[config.mk]
export PLATFORM = sky130hd
export DESIGN_NAME = mul_seq_flat
export DESIGN_NICKNAME = d
export VERILOG_FILES = /design/src/rtl/mul_seq_pkg.sv /design/src/rtl/mul_seq_if.sv /design/src/rtl/mul_seq_alu.sv /design/src/rtl/mul_seq.sv /design/src/flat_wrapper.sv
export SDC_FILE = /design/constraint.sdc
export NUM_CORES = 1
export LEC_CHECK = 0
export ABC_AREA = 1
export BUFFER_PORTS_ARGS = -buffer_cell sky130_fd_sc_hd__buf_2
export CAP_MARGIN = 5
export CORE_MARGIN = 10
export CORE_UTILIZATION = 50
export DETAILED_ROUTE_END_ITERATION = 12
export PLACE_DENSITY = 0.75
export SETUP_SLACK_MARGIN = 0.05
export SYNTH_ARGS = -nofsm -noshare
export SYNTH_HDL_FRONTEND = slang
export SYNTH_SLANG_ARGS = --single-unit
[constraint.sdc]
create_clock -name clk -period 3.7 [get_ports clk]
set_clock_uncertainty 0.05 [all_clocks]
set_input_delay 0.555 -clock clk [delete_from_list [all_inputs] [get_ports clk]]
set_output_delay 0.555 -clock clk [all_outputs]
set_load 0.005 [all_outputs]
[src/rtl/mul_seq_pkg.sv]
// Shared definitions for the sequential shift-add multiplier.
// Latency: n/a (types and constants only).
// Backpressure: n/a.
package mul_seq_pkg;

  localparam int MUL_ITERS = 32;

  localparam logic [5:0] ALU_ADDCC = 6'h10;
  localparam logic [5:0] ALU_SUB   = 6'h04;

  typedef enum logic [2:0] {
    IDLE = 3'd0,
    RUN  = 3'd1,
    FIXA = 3'd2,
    FIXB = 3'd3,
    DONE = 3'd4
  } state_t;

endpackage

[src/rtl/mul_seq_if.sv]
// Request/result bundle for mul_seq: operands and mode in, product and flags out.
// Latency: n/a (wiring only).
// Backpressure: none; start is only honoured while the multiplier is idle (busy low).
// Ports: start/signed_op/set_cc/a/b driven by master; busy/done/prod_hi/prod_lo/N/Z/V/C by slave.
interface mul_seq_if;
  logic        start;
  logic        signed_op;
  logic        set_cc;
  logic [31:0] a;
  logic [31:0] b;
  logic        busy;
  logic        done;
  logic [31:0] prod_hi;
  logic [31:0] prod_lo;
  logic        N;
  logic        Z;
  logic        V;
  logic        C;

  modport master (
    output start, signed_op, set_cc, a, b,
    input  busy, done, prod_hi, prod_lo, N, Z, V, C
  );

  modport slave (
    input  start, signed_op, set_cc, a, b,
    output busy, done, prod_hi, prod_lo, N, Z, V, C
  );
endinterface

[src/rtl/mul_seq_alu.sv]
// 32-bit add/subtract unit shared by every arithmetic step of the multiplier.
// Latency: combinational.
// Backpressure: none.
// Ports: a, b operands; cin carry/borrow in; op selects ADDcc or SUB; y result; c carry (add) or borrow (sub).
module mul_seq_alu
  import mul_seq_pkg::*;
(
  input  logic [31:0] a,
  input  logic [31:0] b,
  input  logic        cin,
  input  logic [5:0]  op,
  output logic [31:0] y,
  output logic        c
);

  logic [32:0] res;

  always_comb begin
    res = {1'b0, a};
    case (op)
      ALU_ADDCC: res = {1'b0, a} + {1'b0, b} + {32'b0, cin};
      // Bit 32 of the 33-bit difference is the borrow out.
      ALU_SUB:   res = {1'b0, a} - {1'b0, b} - {32'b0, cin};
      default:   res = {1'b0, a};
    endcase
    y = res[31:0];
    c = res[32];
  end

endmodule

[src/rtl/mul_seq.sv]
// Sequential 32x32 -> 64 multiplier (UMUL/SMUL, optional cc update), one shift-add step per cycle.
// Latency: done pulses ITERS+3 cycles after the start-sampling edge (RUN x ITERS, FIXA, FIXB, DONE).
// Backpressure: start is ignored while busy; a new start is accepted in the IDLE cycle right after DONE.
// Ports: clk, rst_n (async active-low); bus = mul_seq_if.slave (operands/mode in, product/flags out).
module mul_seq
  import mul_seq_pkg::*;
#(
  parameter int ITERS = MUL_ITERS
) (
  input  logic     clk,
  input  logic     rst_n,
  mul_seq_if.slave bus
);

  state_t             state_q, state_d;
  logic [31:0]        a_q, a_d;
  logic [31:0]        b_q, b_d;
  logic               sgn_q, sgn_d;
  logic               setcc_q, setcc_d;
  logic [31:0]        acc_q, acc_d;
  logic [31:0]        low_q, low_d;
  // One-hot iteration counter: bit k set during RUN iteration k, so no incrementer is needed.
  logic [ITERS-1:0]   iter_q, iter_d;
  logic               busy_q, busy_d;
  logic               done_q, done_d;
  logic               n_q, n_d;
  logic               z_q, z_d;
  logic               v_q, v_d;
  logic               c_q, c_d;

  logic [31:0]        alu_b;
  logic [5:0]         alu_op;
  logic [31:0]        alu_y;
  logic               alu_c;
  logic [31:0]        sum;
  logic               carry;

  mul_seq_alu u_alu (
    .a   (acc_q),
    .b   (alu_b),
    .cin (1'b0),
    .op  (alu_op),
    .y   (alu_y),
    .c   (alu_c)
  );

  always_comb begin
    state_d = state_q;
    a_d     = a_q;
    b_d     = b_q;
    sgn_d   = sgn_q;
    setcc_d = setcc_q;
    acc_d   = acc_q;
    low_d   = low_q;
    iter_d  = iter_q;
    done_d  = 1'b0;
    n_d     = n_q;
    z_d     = z_q;
    v_d     = v_q;
    c_d     = c_q;
    alu_b   = a_q;
    alu_op  = ALU_ADDCC;
    sum     = acc_q;
    carry   = 1'b0;

    case (state_q)
      IDLE: begin
        if (bus.start) begin
          a_d     = bus.a;
          b_d     = bus.b;
          sgn_d   = bus.signed_op;
          setcc_d = bus.set_cc;
          acc_d   = '0;
          low_d   = bus.b;
          iter_d  = {{(ITERS-1){1'b0}}, 1'b1};
          state_d = RUN;
        end
      end

      RUN: begin
        alu_b  = a_q;
        alu_op = ALU_ADDCC;
        if (low_q[0]) begin
          sum   = alu_y;
          carry = alu_c;
        end
        // {carry,sum,low} >> 1 -> {acc,low}
        acc_d  = {carry, sum[31:1]};
        low_d  = {sum[0], low_q[31:1]};
        iter_d = iter_q << 1;
        if (iter_q[ITERS-1]) begin
          state_d = FIXA;
        end
      end

      // Signed correction: the unsigned product of two's-complement operands
      // overshoots the high word by b when a<0 and by a when b<0.
      FIXA: begin
        alu_b  = b_q;
        alu_op = ALU_SUB;
        if (sgn_q && a_q[31]) begin
          acc_d = alu_y;
        end
        state_d = FIXB;
      end

      FIXB: begin
        alu_b  = a_q;
        alu_op = ALU_SUB;
        if (sgn_q && b_q[31]) begin
          acc_d = alu_y;
        end
        // low is final after RUN, so the flags can be taken now and land with DONE.
        if (setcc_q) begin
          n_d = low_q[31];
          z_d = (low_q == 32'd0);
          v_d = 1'b0;
          c_d = 1'b0;
        end
        done_d  = 1'b1;
        state_d = DONE;
      end

      DONE: begin
        state_d = IDLE;
      end

      default: begin
        state_d = IDLE;
      end
    endcase

    busy_d = (state_d != IDLE);
  end

  always_ff @(posedge clk or negedge rst_n) begin
    if (!rst_n) begin
      state_q <= IDLE;
      a_q     <= '0;
      b_q     <= '0;
      sgn_q   <= 1'b0;
      setcc_q <= 1'b0;
      acc_q   <= '0;
      low_q   <= '0;
      iter_q  <= '0;
      busy_q  <= 1'b0;
      done_q  <= 1'b0;
      n_q     <= 1'b0;
      z_q     <= 1'b0;
      v_q     <= 1'b0;
      c_q     <= 1'b0;
    end else begin
      state_q <= state_d;
      a_q     <= a_d;
      b_q     <= b_d;
      sgn_q   <= sgn_d;
      setcc_q <= setcc_d;
      acc_q   <= acc_d;
      low_q   <= low_d;
      iter_q  <= iter_d;
      busy_q  <= busy_d;
      done_q  <= done_d;
      n_q     <= n_d;
      z_q     <= z_d;
      v_q     <= v_d;
      c_q     <= c_d;
    end
  end

  assign bus.busy    = busy_q;
  assign bus.done    = done_q;
  assign bus.prod_hi = acc_q;
  assign bus.prod_lo = low_q;
  assign bus.N       = n_q;
  assign bus.Z       = z_q;
  assign bus.V       = v_q;
  assign bus.C       = c_q;

endmodule

[src/flat_wrapper.sv]
// flat-port wrapper written by rule: the top's interface ports become plain ports
module mul_seq_flat import mul_seq_pkg::*;
#(
  parameter int ITERS = MUL_ITERS
)
  (clk, rst_n, bus_start, bus_signed_op, bus_set_cc, bus_a, bus_b, bus_busy, bus_done, bus_prod_hi, bus_prod_lo, bus_N, bus_Z, bus_V, bus_C);
  mul_seq_if bus_i ();
  input  logic clk;
  input  logic rst_n;
  input wire logic [$bits(bus_i.start)-1:0] bus_start;
  input wire logic [$bits(bus_i.signed_op)-1:0] bus_signed_op;
  input wire logic [$bits(bus_i.set_cc)-1:0] bus_set_cc;
  input wire logic [$bits(bus_i.a)-1:0] bus_a;
  input wire logic [$bits(bus_i.b)-1:0] bus_b;
  output wire logic [$bits(bus_i.busy)-1:0] bus_busy;
  output wire logic [$bits(bus_i.done)-1:0] bus_done;
  output wire logic [$bits(bus_i.prod_hi)-1:0] bus_prod_hi;
  output wire logic [$bits(bus_i.prod_lo)-1:0] bus_prod_lo;
  output wire logic [$bits(bus_i.N)-1:0] bus_N;
  output wire logic [$bits(bus_i.Z)-1:0] bus_Z;
  output wire logic [$bits(bus_i.V)-1:0] bus_V;
  output wire logic [$bits(bus_i.C)-1:0] bus_C;
  assign bus_i.start = bus_start;
  assign bus_i.signed_op = bus_signed_op;
  assign bus_i.set_cc = bus_set_cc;
  assign bus_i.a = bus_a;
  assign bus_i.b = bus_b;
  assign bus_busy = bus_i.busy;
  assign bus_done = bus_i.done;
  assign bus_prod_hi = bus_i.prod_hi;
  assign bus_prod_lo = bus_i.prod_lo;
  assign bus_N = bus_i.N;
  assign bus_Z = bus_i.Z;
  assign bus_V = bus_i.V;
  assign bus_C = bus_i.C;
  mul_seq #(.ITERS(ITERS)) u_core (.clk(clk), .rst_n(rst_n), .bus(bus_i));
endmodule
Yosys cells after proc, flatten, opt, wreduce, memory -nomap -nowiden
Index checks and enable logic that the tools add are counted.

Reduce and logical (&&, ||, !) cells: 12. Multipliers: 0. Add/sub/neg operators: 2. Magnitude comparators: 0. Div/mod/pow operators: 0. Bitwise gates (word level): 0. Equal/unequal tests: 8. Shift-type cells: 0. Muxes and demuxes: 17.

Operators by type and width (count): $mux W32 (7); $pmux W32 S2 (2); $pmux W32 S4 (1); $pmux W33 S2 (1); $add A32 B32 Y33 (1); $sub A32 B32 Y33 (1); $logic_not A32 Y1 (1); $pmux W3 S4 (1); $eq A3 B2 Y1 const B (2); $eq A6 B3 Y1 const B (1); $eq A6 B5 Y1 const B (1); $mux W3 (2); $reduce_and A2 Y1 (3); $mux W5 (1); $ne A2 B1 Y1 const B (2); $reduce_and A4 Y1 (1); $reduce_bool A4 Y1 (1); $eq A3 B1 Y1 const B (1); $logic_not A3 Y1 (1); $reduce_bool A3 Y1 (1); $logic_and A1 B1 Y1 (2); $mux W1 (2); $ne A2 B2 Y1 const B (1); $reduce_bool A2 Y1 (1); $reduce_or A2 Y1 (1).

RAM bits: 0. Register bits after elaboration: 169. Output and inout port bits: 70. Bits in latches: 0. Logic and storage cells: 51. ROM bits: 0. Memories: 0.

Depth between registers and ports, before layout
Gate-level depths: netlist of the first run.

Depth in word-level cells: 7. Gate-level depth with buffers: 31. Mapped depth without buffers: 30.

Cells and area by module
A second synthesis of the first run with hierarchy kept.

Cells, all modules: 2235. Area, all modules: 14178.6 um^2.

By module, submodules not included: mul_seq (instances 1, area each 8056.5 um^2, cells each 997); mul_seq_alu (instances 1, area each 6122.1 um^2, cells each 1238).

Worst setup path after synthesis of the first run
No wires, ideal clock.

Kind: reg2reg. Start: reg u_core.state_q[0]. End: reg u_core.acc_q[27] (netlist: u_core.bus.prod_hi[27]). Setup slack: 0.251 ns. Arrival time: 3.282 ns. Stages on the path, launching flop included: 30. Setup time: 0.117 ns. Path buffers: 1. Path through: dfrtp_1 > nor2_4 > nand2_2 > buf_6 > nand2_1 > o21ai_1 > inv_1 > ha_1 > nand3_1 > nor2_1 > nand2_1 > nor2_2 > nand2_1 > nand2_1 > o21ai_1 > xor2_1 > ha_1 > nand2_1 > nor2_1 > inv_1 > nor3_1 > nand2_1 > nand2_1 > nand2_1 > nand2_1 > nand2_1 > nand2_1 > nand2_1 > nand2_1 > nand2_1.

Word-level cells in the longest chain between the ends: 7. Elaborated cells between the ends (all ways): 21. Classes of those cells: add/sub (2); eq/ne (8); mux (7); reduce/logical (4).

RTL lines: from (decl) (RTL line mul_seq.sv:15) `state_t state_q, state_d;`; from (signal assigned) (RTL line mul_seq.sv:153) `state_q <= state_d;`; parallel branches: the longest is 7 deep, another holds $sub A32 B32 Y33; to (signal assigned) (RTL line mul_seq.sv:143) `acc_q <= '0;`; to (signal assigned) (RTL line mul_seq.sv:158) `acc_q <= acc_d;`; to (decl) (RTL line mul_seq.sv:20) `logic [31:0] acc_q, acc_d;`.

Several ways; the timed one is not identified. The select of a mux whose other input is x is not followed. A chain may end at the register's enable or synchronous reset.

Worst setup path in the final report of the first run
Start: reg u_core.state_q[2]. End: reg u_core.acc_q[29] (netlist: u_core.bus.prod_hi[29]).

The elaborated chain is that of the path after synthesis.

==> flow_summary.json, run 1 <==
{
  "worst_slew_pin_slew_ns": 0.750,
  "async_flop_share_pct": 100,
  "grt_antenna_before_repair": 0,
  "violations": "negative setup slack",
  "core_area_sq_um": 21800,
  "antenna_cells": 0,
  "critPathSlowestCell": "dfrtp_1",
  "route.vias.total": 11238,
  "cpPeakStageDelay_ns": 0.42,
  "syn_area_per_cell_sq_um": 6.67,
  "root_buffer": "clkbuf_16",
  "synth_edf_count": 0,
  "r2r_end": "u_core.bus.prod_hi[29]",
  "portBuffers": 136,
  "route.detailed.drc": 0,
  "first_pass_iters": 5,
  "yosysMostFrequentCell": "nand2_1",
  "synth_compound_area_share_pct": 12.0,
  "synth_adder_area_share_pct": 3.90,
  "period_needed_ns": 3.71,
  "grt_use_total_pct": 23.3,
  "ioPinCount": 139,
  "fin_util_pct": 63.8,
  "synth_xor_area_share_pct": 3.08,
  "worst_path_most_repeated_cell": "nand2_1",
  "drive_above_1_share_pct": 23.3,
  "synthMuxAreaShare_pct": 0,
  "fp.dieW_microns": 169,
  "setup_slack_ns": -0.00860,
  "rsz0062_at_grt": "true",
  "ys_seq_area_share_pct": 38.1,
  "crit_type": "reg2reg",
  "row_count": 54,
  "post-place-ws_ns": -0.0787,
  "cts_sinks": 169,
  "final_nets": 1947,
  "finalSetupViolCount": 1,
  "wire_per_inst_microns": 16.1,
  "clk_latency_ns": 0.44,
  "grt_pass1_vias": 10836,
  "grt_pass1_wl_microns": 54900,
  "cap_violations": 0,
  "path_clk_slew_ns": 0.08,
  "die-area_sq_um": 28600,
  "cts_tree": "yes",
  "synthToLayoutAreaGrowth_pct": 25.4,
  "nFillCells": 1944,
  "regToRegSetupSlack_ns": -0.009,
  "syn_area_sq_um": 11100,
  "drtIter0Drc": 784,
  "gp_congestion": 0.978,
  "cp-start-kind": "flip-flop",
  "yosysTopAreaCellShare_pct": 38.1,
  "initial_core_util_pct": 50.9,
  "yosysWarnings": 0,
  "vias_per_cell": 5.26,
  "ctsHtreeMaxLevel": 4,
  "grt_max_degree": 74,
  "outcome": "finished, violations left",
  "wirelength_microns": 34300,
  "fmax_mhz": 270,
  "r2r_cells": 28,
  "cts_inserted_buffers": 17,
  "synth_area_leaders": "dfrtp_1 38%, nand2_1 20%, inv_1 9.2%",
  "grt_overflow_total": 0,
  "timing.rr.start": "u_core.state_q[2]",
  "crit_path_max_fanout": 5,
  "clock_tree.buffer_depth": 2,
  "min_period_over_period_pct": 100,
  "crit_family": "simple AND/OR/NAND/NOR gates",
  "required_ns": 3.97,
  "cts_hold_buf": 0,
  "synth_top_family_by_area": "simple AND/OR/NAND/NOR gates",
  "ys_top_cells_by_count": "604 x nand2_1, 273 x inv_1, 169 x dfrtp_1",
  "hold_viol_final": 0,
  "synth_ff_type": "dfrtp_1",
  "ys_types": 36,
  "yosysTopAreaCell": "dfrtp_1",
  "synth_seq_cells": 169,
  "critical_path_arrival_ns": 3.98,
  "slew_violations": 0,
  "syn_inst": 1664,
  "cp.depth": 28,
  "crit_path_end_kind": "flip-flop",
  "ant_nets": 0,
  "critPathBufInv": 4,
  "hp-class": "in2async",
  "hpwl_microns": 25200,
  "chipHeight_microns": 169,
  "slew_headroom_pct": 50.0,
  "synthSimpleGateAreaFrac_pct": 31.0
}
[cell type report]
class	instances	area [sq um]	area share (%)
Multi-Input combinational cell	1160	6270	45.0
Sequential cell	169	4230	30.4
Timing Repair Buffer	221	1460	10.5
Inverter	275	1030	7.42
Clock buffer	17	425	3.06
Tap cell	280	350	2.52
Clock inverter	14	156	1.12
[worst register-to-register path: cells and delay by family (launching register included)]
| family | cells | cell delay [ns] |
|---|---|---|
| AO/OA/AOI/OAI | 3 | 0.39 |
| XOR/XNOR | 1 | 0.20 |
| adder cells (fa/ha/maj) | 1 | 0.32 |
| buffers and inverters | 4 | 0.50 |
| flip-flops | 1 | 0.42 |
| AND/OR/NAND/NOR | 19 | 1.72 |
[flip-flops by register name, summed over array words and instances, names as in the netlist]
name / cells
u_core.iter_q: 32
u_core.bus.prod_hi: 32
u_core.state_q: 3
u_core.sgn_q: 1
u_core.bus.done: 1
u_core.b_q: 32
u_core.bus.busy: 1
u_core.setcc_q: 1
u_core.bus.prod_lo: 32
u_core.bus.Z: 1
u_core.a_q: 32
u_core.bus.N: 1
[per-layer routing]
metal,track usage [%],vias to the layer above,wire (microns)
met4,6.68,0,672
met1,32.3,5267,15700
met2,36.8,368,15600
met5,0,-,0
li1,-,5558,-
met3,3.87,45,2270
[repair_timing]
| item | 4_1_cts | 5_1_grt |
|---|---|---|
| resized for setup | 22 | 175 |
| pin swaps | 2 | 62 |
| gates cloned | 0 | 3 |
| buffers inserted | 1 | 17 |
| setup endpoints to repair | 14 | 24 |
[cell usage in the layout, fill, tap and decap left out, drive strengths merged, types with 4 or more instances in the layout]
master	Yosys	routed
o21bai	4	4
a21oi	39	39
nand3	78	78
a31oi	5	5
nor3	12	12
clkbuf	34	19
o21ai	99	99
o22ai	35	35
o211ai	19	19
nand4	6	6
xnor2	17	17
nor4	10	10
nor2	141	141
xor2	22	22
buf	28	219
ha	33	33
nand2	610	611
o221ai	22	22
dfrtp	169	169
clkinv	0	7
inv	275	281
[worst max path at each step]
stage	from	to	slack, ns
5_1_grt	u_core.state_q[2]	u_core.bus.prod_hi[27]	-0.23
3_3_place_gp	u_core.state_q[0]	u_core.bus.prod_hi[31]	-0.04
4_1_cts	u_core.state_q[0]	u_core.bus.prod_hi[27]	0.04
3_5_place_dp	u_core.state_q[0]	u_core.bus.prod_hi[27]	-0.08
6_report	u_core.state_q[2]	u_core.bus.prod_hi[29]	-0.009
2_1_floorplan	u_core.state_q[0]	u_core.bus.prod_hi[27]	0.25
[cells by family (layout without fill, tap and decap cells)]
| kind of cell | count (synthesis) | count (layout) |
|---|---|---|
| DFF | 169 | 169 |
| AOI/OAI and AO/OA | 225 | 225 |
| other | 1 | 2 |
| buffers and inverters | 337 | 527 |
| adders and majority gates | 34 | 34 |
| and+or+nand+nor | 859 | 860 |
| xor gates and xnor gates | 39 | 39 |
[per-stage QoR]
step	instances	hold slack, ns	TNS, ns	instance area, sq um
after CTS	2116	0.0895	0	13100
after global placement	2084	0.404	-0.0633	12400
final	2136	0.0620	-0.00860	13900
after detailed placement	2084	0.412	-0.224	12400
after global routing	2136	0.118	-2.57	13900
after floorplan	1665	0.209	0	11100
Power of run 1 is left out: the tool's default activity adds up to more than one toggle a clock period on the data nets, which glitch-free logic cannot reach.
==> inputs of run 2 (changes only) <==
PLACE_DENSITY = 0.74   (was 0.75)
SYNTH_HIERARCHICAL = 1   (was unset)
==> run 2 against run 1 <==
The flow now finishes without violations. Count of clock-buffer cells in the layout rose by 1. Flip-flop and latch count unchanged. Cell count rose by 34%. Critical path depth fell by 3. Critical path type unchanged. Critical endpoint is now u_core/bus.prod_hi[29].
==> flow_summary.json, run 2 <==
{
  "root_buffer": "clkbuf_16",
  "grt_overflow_total": 0,
  "yosysTopAreaCellShare_pct": 29.8,
  "vias_per_cell": 5.26,
  "synth_ff_type": "dfrtp_1",
  "yosysMostFrequentCell": "nand2_1",
  "route.detailed.drc": 0,
  "fp.dieW_microns": 188,
  "syn_area_per_cell_sq_um": 6.34,
  "synth_area_leaders": "dfrtp_1 30%, nand2_1 23%, inv_1 11%",
  "drive_above_1_share_pct": 21.2,
  "crit_path_max_fanout": 5,
  "cts_sinks": 169,
  "seqCellArea_sq_um": 4230,
  "chipHeight_microns": 188,
  "synth_edf_count": 0,
  "grt_max_degree": 78,
  "rsz0062_at_grt": "true",
  "path_clk_slew_ns": 0.07,
  "ctsHtreeMaxLevel": 4,
  "syn_area_sq_um": 14200,
  "async_flop_share_pct": 100,
  "leakagePower_nw": 9.53,
  "portBuffers": 136,
  "multi_input_comb_area_sq_um": 8750,
  "synthToLayoutAreaGrowth_pct": 22.5,
  "p_seq_share_pct": 17.2,
  "cts_tree": "yes",
  "layout_common_cells": "825 x nand2_1, 405 x inv_1, 168 x dfrtp_1, 136 x buf_2",
  "min_period_over_period_pct": 94.6,
  "yosysWarnings": 6,
  "grt_antenna_before_repair": 0,
  "irDropWorstVdd_mv": 0.570,
  "hp-class": "in2async",
  "cap_violations": 0,
  "grt_use_total_pct": 26.8,
  "busiest_layer": "met2",
  "slew_violations": 0,
  "ioPinCount": 139,
  "timing.rr.start": "u_core/state_q[2]",
  "setup_tns_ns": 0,
  "outcome": "complete, no violations",
  "slew_headroom_pct": 35.1,
  "r2r_cells": 25,
  "drtIter0Drc": 1455,
  "use_met2_pct": 41.8,
  "core_area_sq_um": 27900,
  "layout.cells.non_filler": 2856,
  "grt_pass1_wl_microns": 76700,
  "route.vias.total": 15030,
  "dp_cells": 2812,
  "nFillCells": 2611,
  "ys_types": 49,
  "critical_path_arrival_ns": 3.83,
  "gp_congestion": 1.00,
  "first_pass_iters": 8,
  "wirelength_microns": 49000,
  "hold_viol_final": 0,
  "p_sw_share_pct": 53.1,
  "ys_top_cells_by_count": "864 x nand2_1, 420 x inv_1, 169 x dfrtp_1",
  "final_nets": 2632,
  "ant_nets": 0,
  "grtUsageMet3_pct": 4.71,
  "ys_seq_area_share_pct": 29.8,
  "grt_pass1_vias": 14287,
  "wire_per_inst_microns": 17.2,
  "clock_power_share_pct": 9.8,
  "regToRegSetupSlack_ns": 0.20,
  "syn_inst": 2235,
  "post-place-ws_ns": -0.311,
  "hpwl_microns": 37900,
  "power.density_nw_per_um2": 1070,
  "period_needed_ns": 3.50,
  "clock_tree.buffer_depth": 2,
  "r2r_end": "u_core/bus.prod_hi[29]",
  "clk_latency_ns": 0.44,
  "finalSetupViolCount": 0,
  "p_int_mw": 8.70,
  "yosysTopAreaCell": "dfrtp_1",
  "gr-usage-met1_pct": 37.5,
  "synth_seq_cells": 169,
  "initial_core_util_pct": 50.9,
  "cp-start-kind": "flip-flop",
  "crit_type": "reg2reg",
  "required_ns": 4.03,
  "die-area_sq_um": 35500,
  "crit_path_end_kind": "flip-flop",
  "p_sw_mw": 9.87,
  "row_count": 61,
  "combPwrFrac_pct": 73.0,
  "layout.cells.most_common": "nand2_1",
  "setup_slack_ns": 0.200,
  "cts_inserted_buffers": 17,
  "worst_slew_pin_slew_ns": 0.972,
  "fmax_mhz": 286
}
run 2: cell types whose count changed after synthesis, sizes merged, moves of 13 or more:
cell    delta
buf       +25
nor2      -17
clkbuf    -22
nand3     +69
o221ai    -18
nand2    +264
inv      +153
o21ai     +58
ha        +60
a21oi     +13
xor2      -20
xnor2     -15
run 2: cells by family after synthesis:
group / after synthesis / share of synthesized area [%]
AND/OR/NAND/NOR: 1194 / 34.5
buffers and inverters: 493 / 14.3
adder cells (fa/ha/maj): 97 / 8.77
AO/OA/AOI/OAI: 277 / 12.4
XOR/XNOR: 4 / 0.247
other: 1 / 0.0264
flip-flops: 169 / 29.8
run 2: worst max-delay path by stage:
stage                            from                endpoint  slack [ns]  cells past startpoint
finish              u_core/state_q[2]  u_core/bus.prod_hi[29]        0.20                     25
CTS                 u_core/state_q[0]  u_core/bus.prod_hi[28]        0.04                     24
detailed placement  u_core/state_q[2]  u_core/bus.prod_hi[28]       -0.31                     24
floorplan           u_core/state_q[0]   u_core/bus.prod_hi[7]        0.19                     21
global placement    u_core/state_q[2]  u_core/bus.prod_hi[28]       -0.36                     24
global route        u_core/state_q[2]  u_core/bus.prod_hi[25]       -0.07                     23
run 2: what timing repair did:
item | CTS | global route
pin swaps | 4 | 22
hold buffers | 0 | 0
setup buffers | 3 | 8
cloned | 0 | 2
setup endpoints to repair | 17 | 28
resized for setup | 22 | 188
run 2: final cells by class:
cell class | count | share of cell area [%]
clock inverters | 12 | 0.821
inverters | 428 | 9.31
flip-flops and latches | 169 | 24.4
well taps | 378 | 2.72
repair buffers | 269 | 9.93
diodes | 1 | 0.0144
multi-input cells | 1581 | 50.4
clock buffers | 18 | 2.47
run 2: power by group through the flow:
stage	Sequential (mW)	Clock (mW)	Combinational (mW)
final	3.20	1.82	13.6
after global routing	3.29	1.93	14.9
after CTS	3.18	1.85	11.7
after detailed placement	3.20	0	11.5
after global placement	3.18	0	11.3
after floorplan	3.05	0	7.73
run 2: per-layer routing:
layer	vias up	part of all wire [%]
li1	7347	-
met1	6978	45
met4	0	2.2
met3	61	8.1
met5	-	0
met2	644	44
run 2: critical path: stages, from the launching register on:
cell	delay, ns
dfrtp_1	0.41
nor2_4	0.19
nand2_4	0.12
nand2_2	0.07
o21ai_1	0.06
buf_4	0.16
buf_4	0.13
fa_1	0.37
inv_1	0.08
fa_1	0.18
inv_1	0.10
nand3_1	0.14
nand3_2	0.16
nand2_2	0.13
nand3_2	0.13
nand2_1	0.11
nand2_1	0.06
nand2_1	0.06
nand3_1	0.15
nand3_2	0.12
nand2_1	0.05
o21ai_0	0.08
nand2_1	0.07
nand2_1	0.08
nand2_1	0.05
nand2_1	0.11
run 2: per-stage QoR:
| step | total power [mW] | hold WS [ns] | instance area, sq um | util, % |
|---|---|---|---|---|
| 3_3_place_gp | 14.5 | 0.411 | 15900 | 57.1 |
| 5_1_grt | 20.1 | 0.102 | 17400 | 62.3 |
| 4_1_cts | 16.8 | 0.0879 | 16600 | 59.5 |
| 6_report | 18.6 | 0.0702 | 17400 | 62.3 |
| 3_5_place_dp | 14.7 | 0.416 | 15900 | 57.1 |
| 2_1_floorplan | 10.8 | 0.209 | 14200 | - |
Note: power is estimated with default switching activity, not from simulation.
==> inputs of run 3 (changes only) <==
PLACE_DENSITY = 0.71   (was 0.74)
clock period = 3.3 ns   (was 3.7 ns; I/O delays follow)
==> run 3 against run 2 <==
The flow now finishes with violations (negative setup slack). Global-route usage increased by 2.1 points. Cell count increased by 4.8%. Flip-flop and latch count unchanged. Utilization increased by 7.9 points. Cell area increased by 13%. Non-clock buffer count increased by 138. Maximum frequency increased by 0.13%. Hold slack improved by 0.13 ns. Sequential share of layout area decreased by 2.7 points. Largest power group unchanged.
==> flow_summary.json, run 3 (synthesis gave the netlist of run 2 again) <==
{
  "outcome": "finished, violations left",
  "violations": "negative setup slack",
  "die-area_sq_um": 35500,
  "r2r_end": "u_core/bus.prod_hi[26]",
  "timing.rr.start": "u_core/state_q[2]",
  "period_needed_ns": 3.50,
  "drtIter0Drc": 1442,
  "row_count": 61,
  "hold_viol_final": 0,
  "cts_sinks": 169,
  "path_clk_slew_ns": 0.07,
  "hpwl_microns": 39400,
  "endpoint": "u_core/bus.prod_hi[26]",
  "wl_met1_microns": 23500,
  "route.detailed.drc": 0,
  "routed-wl-met3_microns": 4260,
  "cts_inserted_buffers": 17,
  "route.vias.total": 15835,
  "layout.cells.most_common": "nand2_1",
  "power.density_nw_per_um2": 1260,
  "grt_pass1_wl_microns": 82000,
  "setup_slack_ns": -0.196,
  "critPathSlowestCell": "dfrtp_1",
  "clock_tree.buffer_depth": 2,
  "synthToLayoutAreaGrowth_pct": 38.0,
  "first_pass_iters": 5,
  "cp.depth": 27,
  "cpPeakStageDelay_ns": 0.42,
  "gp_congestion": 0.998,
  "irDropWorstVdd_mv": 0.564,
  "chipHeight_microns": 188,
  "rsz0062_at_grt": "true",
  "antenna_cells": 0,
  "grt_max_degree": 81,
  "finalSetupViolCount": 29,
  "grt_overflow_total": 0,
  "ioPinCount": 139,
  "root_buffer": "clkbuf_16",
  "crit_path_end_kind": "flip-flop",
  "crit_type": "reg2reg",
  "wl_met2_microns": 24200,
  "critPathBufInv": 5,
  "worst_path_most_repeated_cell": "nand2_1",
  "whs_ns": 0.199,
  "regToRegSetupSlack_ns": -0.20,
  "min_period_over_period_pct": 106,
  "ctsHtreeMaxLevel": 4,
  "leakagePower_nw": 10.6,
  "slew_headroom_pct": 32.7,
  "grt_use_total_pct": 28.9,
  "clk_latency_ns": 0.44,
  "grt_antenna_before_repair": 1,
  "setup_tns_ns": -3.61,
  "vias_per_cell": 5.29,
  "cp-start-kind": "flip-flop",
  "cap_violations": 0,
  "layout_common_cells": "766 x nand2_1, 394 x inv_1, 246 x buf_4, 167 x dfrtp_1, 135 x buf_2",
  "portBuffers": 136,
  "final_nets": 2769,
  "highest_layer": "met4",
  "crit_family": "simple AND/OR/NAND/NOR gates",
  "startpoint": "u_core/state_q[2]",
  "ant_nets": 0,
  "slew_violations": 0,
  "grt_pass1_vias": 15427,
  "r2r_cells": 27,
  "crit_path_max_fanout": 7,
  "finalPower_mw": 24.7,
  "cts_tree": "yes",
  "wirelength_microns": 53300,
  "fmax_mhz": 286,
  "hp-class": "in2reg",
  "fp.dieW_microns": 188,
  "initial_core_util_pct": 50.9,
  "core_area_sq_um": 27900,
  "critical_path_arrival_ns": 3.82,
  "drive_above_1_share_pct": 31.3,
  "wire_per_inst_microns": 17.8,
  "required_ns": 3.62,
  "worst_slew_pin_slew_ns": 1.01
}
==> run 3: worst min path at each step <==
| stage | startpoint | cells after the start | slack (ns) | endpoint |
|---|---|---|---|---|
| floorplan | rst_n | 0 | 0.15 | u_core/a_q[0] |
| global placement | u_core/a_q[14] | 2 | 0.41 | u_core/a_q[14] |
| detailed placement | u_core/a_q[27] | 2 | 0.42 | u_core/a_q[27] |
| CTS | bus_a[2] | 3 | 0.18 | u_core/a_q[2] |
| global route | bus_a[29] | 3 | 0.21 | u_core/a_q[29] |
| finish | bus_a[29] | 3 | 0.20 | u_core/a_q[29] |
==> run 3: area by class of cell <==
cell class | count | area [sq um]
tap | 378 | 473
multi-input combinational | 1580 | 9710
fill | 2404 | 8290
inverter | 428 | 1630
sequential | 169 | 4230
timing repair buffer | 407 | 2940
clock buffer | 18 | 439
clock inverter | 14 | 156
==> run 3: repair_timing <==
item,4_1_cts,5_1_grt
hold buffers,1,0
cloned,2,1
endpoints found under the setup margin,29,30
resized for setup,278,173
endpoints found under the hold margin,50,0
pin swaps,98,82
buffers inserted,14,23
==> run 3: per-layer routing <==
| layer | up-vias | global-route usage [%] |
|---|---|---|
| li1 | 7624 | - |
| met1 | 7453 | 39.2 |
| met2 | 669 | 45.6 |
| met3 | 89 | 5.32 |
| met4 | 0 | 9.25 |
| met5 | - | 0 |
==> run 3: metrics by stage <==
step	instances	util, %	area (sq um)	setup slack (ns)
finish	2994	70.3	19600	-0.196
global route	2994	70.3	19600	-0.324
CTS	2970	67.1	18700	-0.0683
detailed placement	2921	60.2	16800	-0.548
global placement	2921	60.2	16800	-0.502
floorplan	2242	-	14200	0.0418
==> run 3: power breakdown <==
part	switching (mW)	internal [mW]
Combinational	11.2	7.87
Clock	0.974	1.10
Sequential	0.613	2.93
==> run 3: worst reg2reg max path, cell delays in order, from the launching register on <==
cell and delay [ns]:
dfrtp_1 0.42, nor2_4 0.16, nand2_4 0.10, buf_12 0.16
buf_8 0.13, nand2_2 0.07, o21ai_4 0.06, buf_6 0.13
ha_4 0.27, inv_2 0.05, ha_4 0.26, nand2_2 0.09
inv_1 0.06, a21oi_2 0.16, nand2_2 0.11, nand2_2 0.10
nand2_4 0.08, nand2_4 0.09, nand2_1 0.06, nand2_1 0.07
nand3_2 0.13, nand3_2 0.12, nand2_1 0.05, o21ai_0 0.08
nand2_1 0.09, nand2_1 0.08, nand2_1 0.06, nand2_2 0.13
